[src/rtl/mod_counter_if.sv]
// Purpose: control/status bundle for mod_counter (count enable, direction, load, ovf clear; value and flags back).
// Latency: pure wiring, no storage.
// Backpressure: none; the counter side accepts every strobe on every clock.
// Signals:
//   t, up, load, d, clr_ovf : driven by the master (counter user)
//   o, tc, ovf              : driven by the slave (counter)
interface mod_counter_if #(
  parameter int WIDTH = 8
);
  logic             t;
  logic             up;
  logic             load;
  logic [WIDTH-1:0] d;
  logic             clr_ovf;
  logic [WIDTH-1:0] o;
  logic             tc;
  logic             ovf;

  modport master (
    output t, up, load, d, clr_ovf,
    input  o, tc, ovf
  );

  modport slave (
    input  t, up, load, d, clr_ovf,
    output o, tc, ovf
  );
endinterface

[src/rtl/mod_counter.sv]
// Purpose: prescaled up/down modulo counter with clamped load, wrap/saturate, tc pulse and sticky ovf.
// Latency: one clock; load or tick sampled on an edge is visible on o right after that edge.
// Backpressure: none; every enabled cycle is consumed, t=0 simply freezes the prescaler.
// Ports:
//   clock   : rising-edge clock
//   reset   : synchronous active-high reset (o, tc, ovf, prescaler -> 0)
//   bus     : mod_counter_if.slave (t, up, load, d, clr_ovf in; o, tc, ovf out)
module mod_counter #(
  parameter int WIDTH    = 8,
  parameter int MODULUS  = 256,
  parameter int PRESCALE = 1,
  parameter int SATURATE = 0
) (
  input  logic         clock,
  input  logic         reset,
  mod_counter_if.slave bus
);

  localparam int             PW   = (PRESCALE > 1) ? $clog2(PRESCALE) : 1;
  localparam logic [WIDTH-1:0] MAXV = WIDTH'(MODULUS - 1);
  localparam logic [PW-1:0]    PLAST = PW'(PRESCALE - 1);

  logic [WIDTH-1:0] o_q, o_d;
  logic             tc_q, tc_d;
  logic             ovf_q, ovf_d;
  logic [PW-1:0]    pre_q, pre_d;

  logic             pre_last;
  logic             tick;
  logic             bnd;

  // With PRESCALE=1 pre stays 0 and PLAST is 0, so every t=1 cycle ticks.
  assign pre_last = (pre_q == PLAST);
  assign tick     = bus.t && pre_last;

  always_comb begin
    o_d   = o_q;
    pre_d = pre_q;
    bnd   = 1'b0;

    if (bus.load) begin
      // Out-of-range load values clamp to the top of the range; any tick this cycle is dropped.
      o_d   = (bus.d > MAXV) ? MAXV : bus.d;
      pre_d = '0;
    end else begin
      if (bus.t) begin
        pre_d = pre_last ? '0 : pre_q + PW'(1);
      end
      if (tick) begin
        if (bus.up) begin
          if (o_q == MAXV) begin
            bnd = 1'b1;
            o_d = (SATURATE != 0) ? o_q : '0;
          end else begin
            o_d = o_q + WIDTH'(1);
          end
        end else begin
          if (o_q == '0) begin
            bnd = 1'b1;
            o_d = (SATURATE != 0) ? o_q : MAXV;
          end else begin
            o_d = o_q - WIDTH'(1);
          end
        end
      end
    end

    tc_d = bnd;
    // A boundary event on the same edge beats the clear.
    ovf_d = bus.clr_ovf ? 1'b0 : ovf_q;
    if (bnd) begin
      ovf_d = 1'b1;
    end
  end

  always_ff @(posedge clock) begin
    if (reset) begin
      o_q   <= '0;
      tc_q  <= 1'b0;
      ovf_q <= 1'b0;
      pre_q <= '0;
    end else begin
      o_q   <= o_d;
      tc_q  <= tc_d;
      ovf_q <= ovf_d;
      pre_q <= pre_d;
    end
  end

  assign bus.o   = o_q;
  assign bus.tc  = tc_q;
  assign bus.ovf = ovf_q;

endmodule

[src/flat_wrapper.sv]
// flat-port wrapper written by rule: the top's interface ports become plain ports
module mod_counter_flat 
#(
  parameter int WIDTH    = 8,
  parameter int MODULUS  = 256,
  parameter int PRESCALE = 1,
  parameter int SATURATE = 0
)
  (clock, reset, bus_t, bus_up, bus_load, bus_d, bus_clr_ovf, bus_o, bus_tc, bus_ovf);
  mod_counter_if #(.WIDTH(WIDTH)) bus_i ();
  input  logic clock;
  input  logic reset;
  input wire logic [$bits(bus_i.t)-1:0] bus_t;
  input wire logic [$bits(bus_i.up)-1:0] bus_up;
  input wire logic [$bits(bus_i.load)-1:0] bus_load;
  input wire logic [$bits(bus_i.d)-1:0] bus_d;
  input wire logic [$bits(bus_i.clr_ovf)-1:0] bus_clr_ovf;
  output wire logic [$bits(bus_i.o)-1:0] bus_o;
  output wire logic [$bits(bus_i.tc)-1:0] bus_tc;
  output wire logic [$bits(bus_i.ovf)-1:0] bus_ovf;
  assign bus_i.t = bus_t;
  assign bus_i.up = bus_up;
  assign bus_i.load = bus_load;
  assign bus_i.d = bus_d;
  assign bus_i.clr_ovf = bus_clr_ovf;
  assign bus_o = bus_i.o;
  assign bus_tc = bus_i.tc;
  assign bus_ovf = bus_i.ovf;
  mod_counter #(.WIDTH(WIDTH), .MODULUS(MODULUS), .PRESCALE(PRESCALE), .SATURATE(SATURATE)) u_core (.clock(clock), .reset(reset), .bus(bus_i));
endmodule
[config.mk]
export PLATFORM = sky130hd
export DESIGN_NAME = mod_counter_flat
export DESIGN_NICKNAME = d
export VERILOG_FILES = /design/src/rtl/mod_counter_if.sv /design/src/rtl/mod_counter.sv /design/src/flat_wrapper.sv
export SDC_FILE = /design/constraint.sdc
export NUM_CORES = 1
export LEC_CHECK = 0
export CAP_MARGIN = 10
export CORE_MARGIN = 4
export CORE_UTILIZATION = 35
export CTS_CLUSTER_SIZE = 20
export DETAILED_ROUTE_END_ITERATION = 8
export PLACE_DENSITY = 0.7
export SETUP_SLACK_MARGIN = 0.05
export SYNTH_ARGS = -nofsm -noshare
export SYNTH_HDL_FRONTEND = slang
export SYNTH_SLANG_ARGS = --single-unit
[constraint.sdc]
create_clock -name clock -period 1.8 [get_ports clock]
set_clock_uncertainty 0.05 [all_clocks]
set_input_delay 0.36 -clock clock [delete_from_list [all_inputs] [get_ports clock]]
set_output_delay 0.36 -clock clock [all_outputs]
set_load 0.01 [all_outputs]
## Yosys cells after proc, flatten, opt, wreduce, memory -nomap -nowiden

Index checks and enable logic that the tools add are counted.

| word-level totals | value |
|---|---|
| register bits after elaboration | 11 |
| bits in latches | 0 |
| RAM bits | 0 |
| bits in read-only memories | 0 |
| bits of input ports | 14 |
| output and inout bits | 10 |
| word-level logic and storage cells | 29 |
| memories | 0 |

| cells by class | value |
|---|---|
| add/subtract/negate cells | 3 |
| multiply operators | 0 |
| divide/modulo/power cells | 0 |
| order comparisons | 1 |
| eq/ne operators | 1 |
| shift operators | 0 |
| muxes and demuxes | 14 |
| bitwise operators | 1 |
| reduce and logical (&&, ||, !) cells | 5 |

Operator list:

| cell | number |
|---|---|
| $mux 8 | 6 |
| $add 8x1->8 const B | 1 |
| $eq 8x8->1 const B | 1 |
| $gt 8x8->1 const B | 1 |
| $logic_not 8->1 | 1 |
| $mux 1 | 8 |
| $sub 8x1->8 const B | 1 |
| $reduce_bool 2->1 | 2 |
| $reduce_or 2->1 | 1 |
| $add 1x1->1 const B | 1 |
| $logic_and 1x1->1 | 1 |
| $not 1->1 | 1 |

## Depth between registers and ports, before layout

| logic depth | value |
|---|---|
| depth in word-level cells | 6 |
| mapped depth | 8 |
| depth with buffers taken out | 7 |

## Worst setup path after synthesis

OpenSTA, ideal clock, no wires.

| path | value |
|---|---|
| path kind | reg-to-reg |
| start | register u_core.o_q[0] (netlist: u_core.bus.o[0]) |
| end | register u_core.o_q[4] (netlist: u_core.bus.o[4]) |
| setup time | 0.131 ns |
| arrival time | 1.553 ns |
| data required time | 1.619 ns |
| setup slack | 0.066 ns |
| cell stages (with the launch flop) | 9 |
| path buffers | 1 |
| period minus slack after synthesis | 1.734 ns |
| cell sequence | dfxtp_1 buf_2 inv_1 ha_1 or2b_2 o31ai_1 a311oi_1 o21ai_0 o21ai_0 |

| on the way | value |
|---|---|
| cells in the longest elaborated chain, start to end | 5 |
| elaborated cells between the ends (all ways) | 9 |
| those cells by class | 2 x add/sub; 1 x eq/ne; 5 x mux; 1 x reduce/logical |

Ends and longest elaborated chain:

| element | line | RTL |
|---|---|---|
| start, declared | mod_counter.sv:23 | `logic [WIDTH-1:0] o_q, o_d;` |
| start signal, assigned | mod_counter.sv:78 | `o_q <= '0;` |
| start signal, assigned | mod_counter.sv:83 | `o_q <= o_d;` |
| $sub 8x1->8, or another cell as far along | mod_counter.sv:62 | `o_d = o_q - WIDTH'(1);` |
| $mux 8 (on tied branches) | mod_counter.sv:58, mod_counter.sv:51 |  |
| $mux 8 (*) | mod_counter.sv:50 | `if (bus.up) begin` |
| $mux 8 (*) | mod_counter.sv:49 | `if (tick) begin` |
| $mux 8 (*) | mod_counter.sv:41 | `if (bus.load) begin` |

Mark *: on every way between the ends. The rest lies on a longest branch, timed or not. The select of a mux whose other input is x is not followed.
A chain may end at the register's enable or synchronous reset.

## Final worst setup path

| path | value |
|---|---|
| start | register u_core.o_q[3] (netlist: u_core.bus.o[3]) |
| end | output bus_o[3] |

RTL lines:

| element | line | RTL |
|---|---|---|
| end, declared | flat_wrapper.sv:18 | `output wire logic [$bits(bus_i.o)-1:0] bus_o;` |

No word-level cell between the ends.

==> flow_summary.json <==
{
  "status": "complete, no violations",
  "die_w_um": 56.69,
  "drive_gt1_share_pct": 19.71,
  "postSynthCellCount": 107,
  "initial_utilization_pct": 37.14,
  "grt_pass1_vias": 884,
  "finalCritPeriodShare_pct": 94.13,
  "endpoint_kind": "primary output",
  "combPwrFrac_pct": 37.1,
  "start_kind": "flop",
  "io_buffers": 23,
  "grt_pass1_wl_mm": 4.057,
  "cpLargestDelayFamily": "buffers and inverters",
  "finalWorstSetupSlack_ns": 0.1056,
  "synthesis.area_um2": 829.5,
  "drtAntennaViolNets": 0,
  "yosysMostFrequentCell": "nand2_1",
  "routabilityCongestion": 0.8378,
  "seq_power_share_pct": 39.2,
  "core-area_um2": 2233,
  "numCtsBuffers": 3,
  "hold_slack_ns": 0.4088,
  "via_count": 955,
  "path_max_fanout": 11,
  "dr.first_iter.drc_count": 29,
  "setup_viol": 0,
  "final_nets": 156,
  "crit_buf_inv": 1,
  "area.growth.synth_to_final_pct": 41.33,
  "diodes": 0,
  "wire_per_inst_um": 14.58,
  "cts.sinks": 10,
  "fmax_mhz": 590.2,
  "path_class": "reg2out",
  "clockBufferDepth": 2,
  "syn_area_per_cell_um2": 7.753,
  "clkPwrFrac_pct": 23.7,
  "dp.final_hpwl_mm": 1.851,
  "p_int_mw": 0.4536,
  "p_sw_mw": 0.2232,
  "pin_count": 24,
  "synth-edff-count": 0,
  "power_mw": 0.6768,
  "yosysSeqAreaShare_pct": 24.13,
  "avgViaCountPerCell": 5.788,
  "synth_mux_area_share_pct": 0,
  "dieHeight_um": 56.69,
  "routed_wl_mm": 2.405,
  "path_clk_slew_ns": 0.07,
  "hold_viol": 0,
  "path_cells": "clkdlybuf4s50_1",
  "synth_nets": 124,
  "yosys-top-cells-count": "nand2_1 (12), dfxtp_1 (10), a21oi_1 (9), nand3_1 (7), o21ai_0 (7)",
  "first_pass_iters": 4,
  "synth_top_family_by_area": "compound AO/OA/AOI/OAI gates",
  "synth_top_area_share_pct": 24.13,
  "hold_class": "reg2reg",
  "fill_cells": 216,
  "drv_cap": 0,
  "cp_slowest_cell": "clkdlybuf4s50_1",
  "relSlewSlack_pct": 79.70,
  "powerDensity_nw_per_um2": 577.3,
  "synthFlopType": "dfxtp_1",
  "place_ws_ns": -0.1948,
  "post_cts.repair.setup_buffers": 0,
  "drc": 0,
  "cts_tree": "yes",
  "yosys.area.top_type": "dfxtp_1",
  "synth_cell_types": 41,
  "htree_num_levels": 1,
  "worst_slew_pin_slew_ns": 0.3006,
  "ir_drop_mv": 0.3663,
  "row_count": 17,
  "r2r_setup_slack_ns": 0.18,
  "yosys.area_share.adder_pct": 4.525,
  "fin_crit_ns": 1.694,
  "synthTopCellsByArea": "dfxtp_1 (24%), a21oi_1 (5.4%), nand2_1 (5.4%)",
  "gr-total-overflow": 0,
  "p_leak_nw": 0.4851,
  "grt_antenna_before_repair": 0,
  "critPathArrivalTime_ns": 1.28,
  "worst_path_largest_cell_delay_ns": 0.57,
  "p_sw_share_pct": 32.98,
  "synth_xor_xnor_area_share_pct": 2.112,
  "synth_compound_area_share_pct": 31.07,
  "rsz0062_at_grt": "no",
  "final_max_slew_viol_count": 0,
  "cts-root-buf": "clkbuf_4",
  "clk_latency_ns": 0.27,
  "grtUsageTotal_pct": 15.85,
  "async_flop_share_pct": 0,
  "grt_max_degree": 14,
  "synthSimpleGateAreaFrac_pct": 29.41,
  "ys_seq_elements": 10,
  "crit_required_ns": 1.39,
  "yosysWarningCount": 0,
  "die_area_um2": 3213
}
-- power groups by stage --
| stage | clock (mW) | sequential [mW] | combinational [mW] |
|---|---|---|---|
| 3_5_place_dp | 0 | 0.268 | 0.247 |
| 2_1_floorplan | 0 | 0.265 | 0.146 |
| 3_3_place_gp | 0 | 0.267 | 0.242 |
| 6_report | 0.160 | 0.265 | 0.251 |
| 5_1_grt | 0.179 | 0.269 | 0.272 |
| 4_1_cts | 0.162 | 0.264 | 0.249 |
-- kinds of logic after synthesis --
kind of cell / after synthesis
buf+inv: 12
flops: 10
xor+xnor: 2
compound gates: 37
simple gates: 43
fa+ha+maj: 3
-- final cells by class --
cell class	instances	area (µm²)	share of cell area, %
Inverter	4	15.01	1.281
Tap cell	28	35.03	2.988
Clock buffer	3	22.52	1.921
Timing Repair Buffer	35	325.3	27.75
Multi-Input combinational cell	85	566.8	48.35
Sequential cell	10	207.7	17.72
-- sequential cells by signal (all words and copies together), names as in the netlist --
name,flops
u_core.bus.o,8
u_core.bus.tc,1
u_core.bus.ovf,1
-- layer usage --
metal	vias to the layer above	share of wire, %	track usage (%)
li1	466	-	-
met1	444	45	20.33
met2	40	47	25.25
met3	5	6.9	3.218
met4	0	1.4	7.119
met5	-	0	0
-- final timing paths --
kind / startpoint / to / cells after the start
hold reg to reg: u_core.bus.ovf / u_core.bus.ovf / 1
hold / removal: u_core.bus.ovf / u_core.bus.ovf / 1
setup reg to reg: u_core.bus.o[0] / u_core.bus.o[4] / 7
setup / recovery: u_core.bus.o[3] / bus_o[3] / 1
-- metrics by stage --
step                std cells  instance area [µm²]  setup TNS, ns  utilization (%)
global placement          162                 1127        -0.3529            50.48
floorplan                 107                829.5              0                -
detailed placement        162                 1127        -0.5257            50.48
finish                    165                 1172              0            52.49
global route              165                 1172              0            52.49
CTS                       165                 1154              0            51.65
-- cells in the final DEF, fill, tap and decap left out, types with 2 or more instances in the layout --
cell / n
nand3_1: 7
nor3_1: 4
dlymetal6s2s_1: 2
dfxtp_2: 3
a211oi_1: 2
buf_4: 12
clkdlybuf4s50_1: 21
o21ai_0: 7
nand4b_1: 2
nand2_1: 12
nor4_1: 2
dfxtp_1: 6
a21oi_1: 9
nand4_1: 2
inv_1: 4
a21o_1: 3
o22ai_1: 2
clkbuf_4: 3
nor2_1: 3
o21bai_1: 2
a311oi_1: 2
ha_1: 3
o21a_1: 4
and3_1: 2
-- repair_timing --
item | in CTS | in global routing
resized for setup | 3 | 6
hold buffers | 0 | 0
endpoints found under the setup margin | 3 | 6
Power figures use the tool's default switching activity.
==> RTL edit, RTL diff (same settings) <==
`WIDTH` is set to 8 in 3 places; all go to 12.
--- a/src/rtl/mod_counter_if.sv
+++ b/src/rtl/mod_counter_if.sv
@@ -5,7 +5,7 @@
 //   t, up, load, d, clr_ovf : driven by the master (counter user)
 //   o, tc, ovf              : driven by the slave (counter)
 interface mod_counter_if #(
-  parameter int WIDTH = 8
+  parameter int WIDTH = 12
 );
   logic             t;
   logic             up;
--- a/src/rtl/mod_counter.sv
+++ b/src/rtl/mod_counter.sv
@@ -6,7 +6,7 @@
 //   reset   : synchronous active-high reset (o, tc, ovf, prescaler -> 0)
 //   bus     : mod_counter_if.slave (t, up, load, d, clr_ovf in; o, tc, ovf out)
 module mod_counter #(
-  parameter int WIDTH    = 8,
+  parameter int WIDTH    = 12,
   parameter int MODULUS  = 256,
   parameter int PRESCALE = 1,
   parameter int SATURATE = 0
--- a/src/flat_wrapper.sv
+++ b/src/flat_wrapper.sv
@@ -1,7 +1,7 @@
 // flat-port wrapper written by rule: the top's interface ports become plain ports
 module mod_counter_flat 
 #(
-  parameter int WIDTH    = 8,
+  parameter int WIDTH    = 12,
   parameter int MODULUS  = 256,
   parameter int PRESCALE = 1,
   parameter int SATURATE = 0
Interface: changed (resized bus_d and bus_o); port bits go from 24 to 32. The function was not compared with the original's and may differ.
==> RTL edit against the unedited design <==
The flow now finishes with violations (negative setup slack). Total power increased by 65%. Critical endpoint is now u_core.bus.o[5]$_SDFFE_PP0P_. Synthesized area increased by 53%. First-iteration DRC count increased to 3.3 times the old value. Synthesized cell count increased by 56%. Register-to-register slack got worse by 0.23 ns. Highest routed layer unchanged. Routed wire length increased by 100%. Combinational power increased by 100%. Cell count increased by 73%. Die area increased by 45%. Fmax decreased by 8.3%. Critical path depth increased by 4. Worst setup slack got worse by 0.15 ns. Design area increased by 92%. Sequential cell count increased by 4.
==> RTL edit: results (changes against the unedited design) <==
* Reg2Reg Depth at 5 (-2)
* Status: finished with violations
* Clock slew at reported path FFs at 0.11 ns (+0.04 ns)
* Largest net degree at the start of global routing at 13 (-1)
* Worst Path Max Fanout at 4 (-7)
* Leak Pwr at 0.000898 uW (+85%)
* GRT Total Usage at 21.7% (+5.8 points)
* Layout cells sized above 1 at 42.9% (+23 points)
* DP Area at 1930 um^2 (+72%)
* Slew headroom at 76.9% (-2.8 points)
* Cells after Synth at 167 (+56%)
* Worst IR Drop VDD at 0.357 mV (-2.5%)
* 1st-iter DRT viols at 97 (+230%)
* Commonest cells in the netlist: 15 x nor2_1, 14 x dfxtp_1, 10 x nand2_1
* Max reg flops at 12 (+4)
* Sequential share of the synthesized area at 22.1% (-2.1 points)
* Pre-CTS WS at -0.174 ns (+0.0212 ns)
* Vias per std cell at 5.86 (+1.3%)
* Detailed Place HPWL at 3480 um (+88%)
* Count of input and output buffers at 31 (+35%)
* Layout net count at 262 (+68%)
* Yosys cell types at 55 (+34%)
* Reg2reg end: u_core.bus.o[5]$_SDFFE_PP0P_
* Setup violators final at 4 (+4)
* Root buf cell: clkbuf_4
* Setup slack after layout at -0.0480 ns (-0.154 ns)
* Worst Hold Slack at 0.420 ns (+0.0107 ns)
* Setup TNS at -0.0999 ns (-0.0999 ns)
* Routed wire length per instance at 17.2 um (+18%)
* # placed instances at 274 (+69%)
* Worst skew pair latency at 0.30 ns (+0.03 ns)
* First-pass GRT wire length at 7560 um (+86%)
* Post-synth net total at 188 (+52%)
* Failing checks: negative setup slack
* Dominant cells by area after synthesis: dfxtp_1 22%, nor2_1 4.4%, o21ai_0 3.5%, a21oi_1 3.2%, ha_1 3.0%
* Routability Congestion at 0.886 (+5.7%)
* Total wire length at 4920 um (+100%)
* Vias in the first global route at 1,656 (+87%)
==> RTL edit: cell count changes in the layout (fill, tap and decap cells not counted), moves of 4 or more <==
cell	delta
buf_6	+5
a21boi_0	+4
dfxtp_4	+6
dfxtp_1	-4
a31oi_1	+4
a21oi_1	-5
dlygate4sd2_1	+9
nor2_1	+10
buf_4	+34
nand2b_1	+4
==> RTL edit: report_power, final <==
part,switching (uW),internal (uW)
Combinational,241,261
Sequential,35.9,328
Clock,126,123
==> RTL edit: worst max-delay path by stage <==
stage                                       start                            end  slack [ns]
CTS                  u_core.bus.o[2]$_SDFFE_PP0P_   u_core.bus.o[7]$_SDFFE_PP0P_       -0.03
floorplan            u_core.bus.o[3]$_SDFFE_PP0P_  u_core.bus.o[11]$_SDFFE_PP0P_        0.02
detailed placement                      bus_d[11]   u_core.bus.o[2]$_SDFFE_PP0P_       -0.17
finish              u_core.bus.o[11]$_SDFFE_PP0P_   u_core.bus.o[5]$_SDFFE_PP0P_       -0.05
global placement                           bus_up   u_core.bus.o[1]$_SDFFE_PP0P_       -0.16
global route         u_core.bus.o[2]$_SDFFE_PP0P_   u_core.bus.o[6]$_SDFFE_PP0P_       -0.13
==> RTL edit: layout make-up <==
class / instances / area (um^2)
Timing Repair Buffer: 82 / 711
Multi-Input combinational cell: 134 / 1110
Fill cell: 311 / 1170
Clock buffer: 4 / 36.3
Sequential cell: 14 / 313
Tap cell: 46 / 57.6
Inverter: 6 / 22.5
==> RTL edit: what timing repair did <==
action / CTS / global route
resized for setup: 33 / 33
endpoints found under the setup margin: 22 / 14
hold endpoints to repair: 0 / 0
pin swaps: 6 / 20
buffers inserted: 3 / 6
==> RTL edit: worst max-delay path, cell delays in order (launching register included) <==
cell and delay [ns]:
dfxtp_2 0.36, or4_4 0.57, o31ai_4 0.26, o21ai_1 0.10, a32o_1 0.26, a21o_1 0.15
==> RTL edit: cells by family (layout without fill, tap and decap cells) <==
group	Yosys count	after routing	share of synthesized area, %
flip-flops	14	14	22.1
XOR/XNOR	6	6	4.14
buffers and inverters	19	92	6.70
AND/OR/NAND/NOR	64	64	28.4
multiplexers	2	2	1.58
AO/OA/AOI/OAI	59	59	34.2
adder cells (fa/ha/maj)	3	3	2.96
==> RTL edit: per-layer routing <==
layer	global-route usage (%)	vias up	wire length, um
li1	-	790	-
met1	24.1	795	1860
met2	39.8	79	2600
met3	4.93	13	317
met4	7.69	0	142
met5	0	-	0
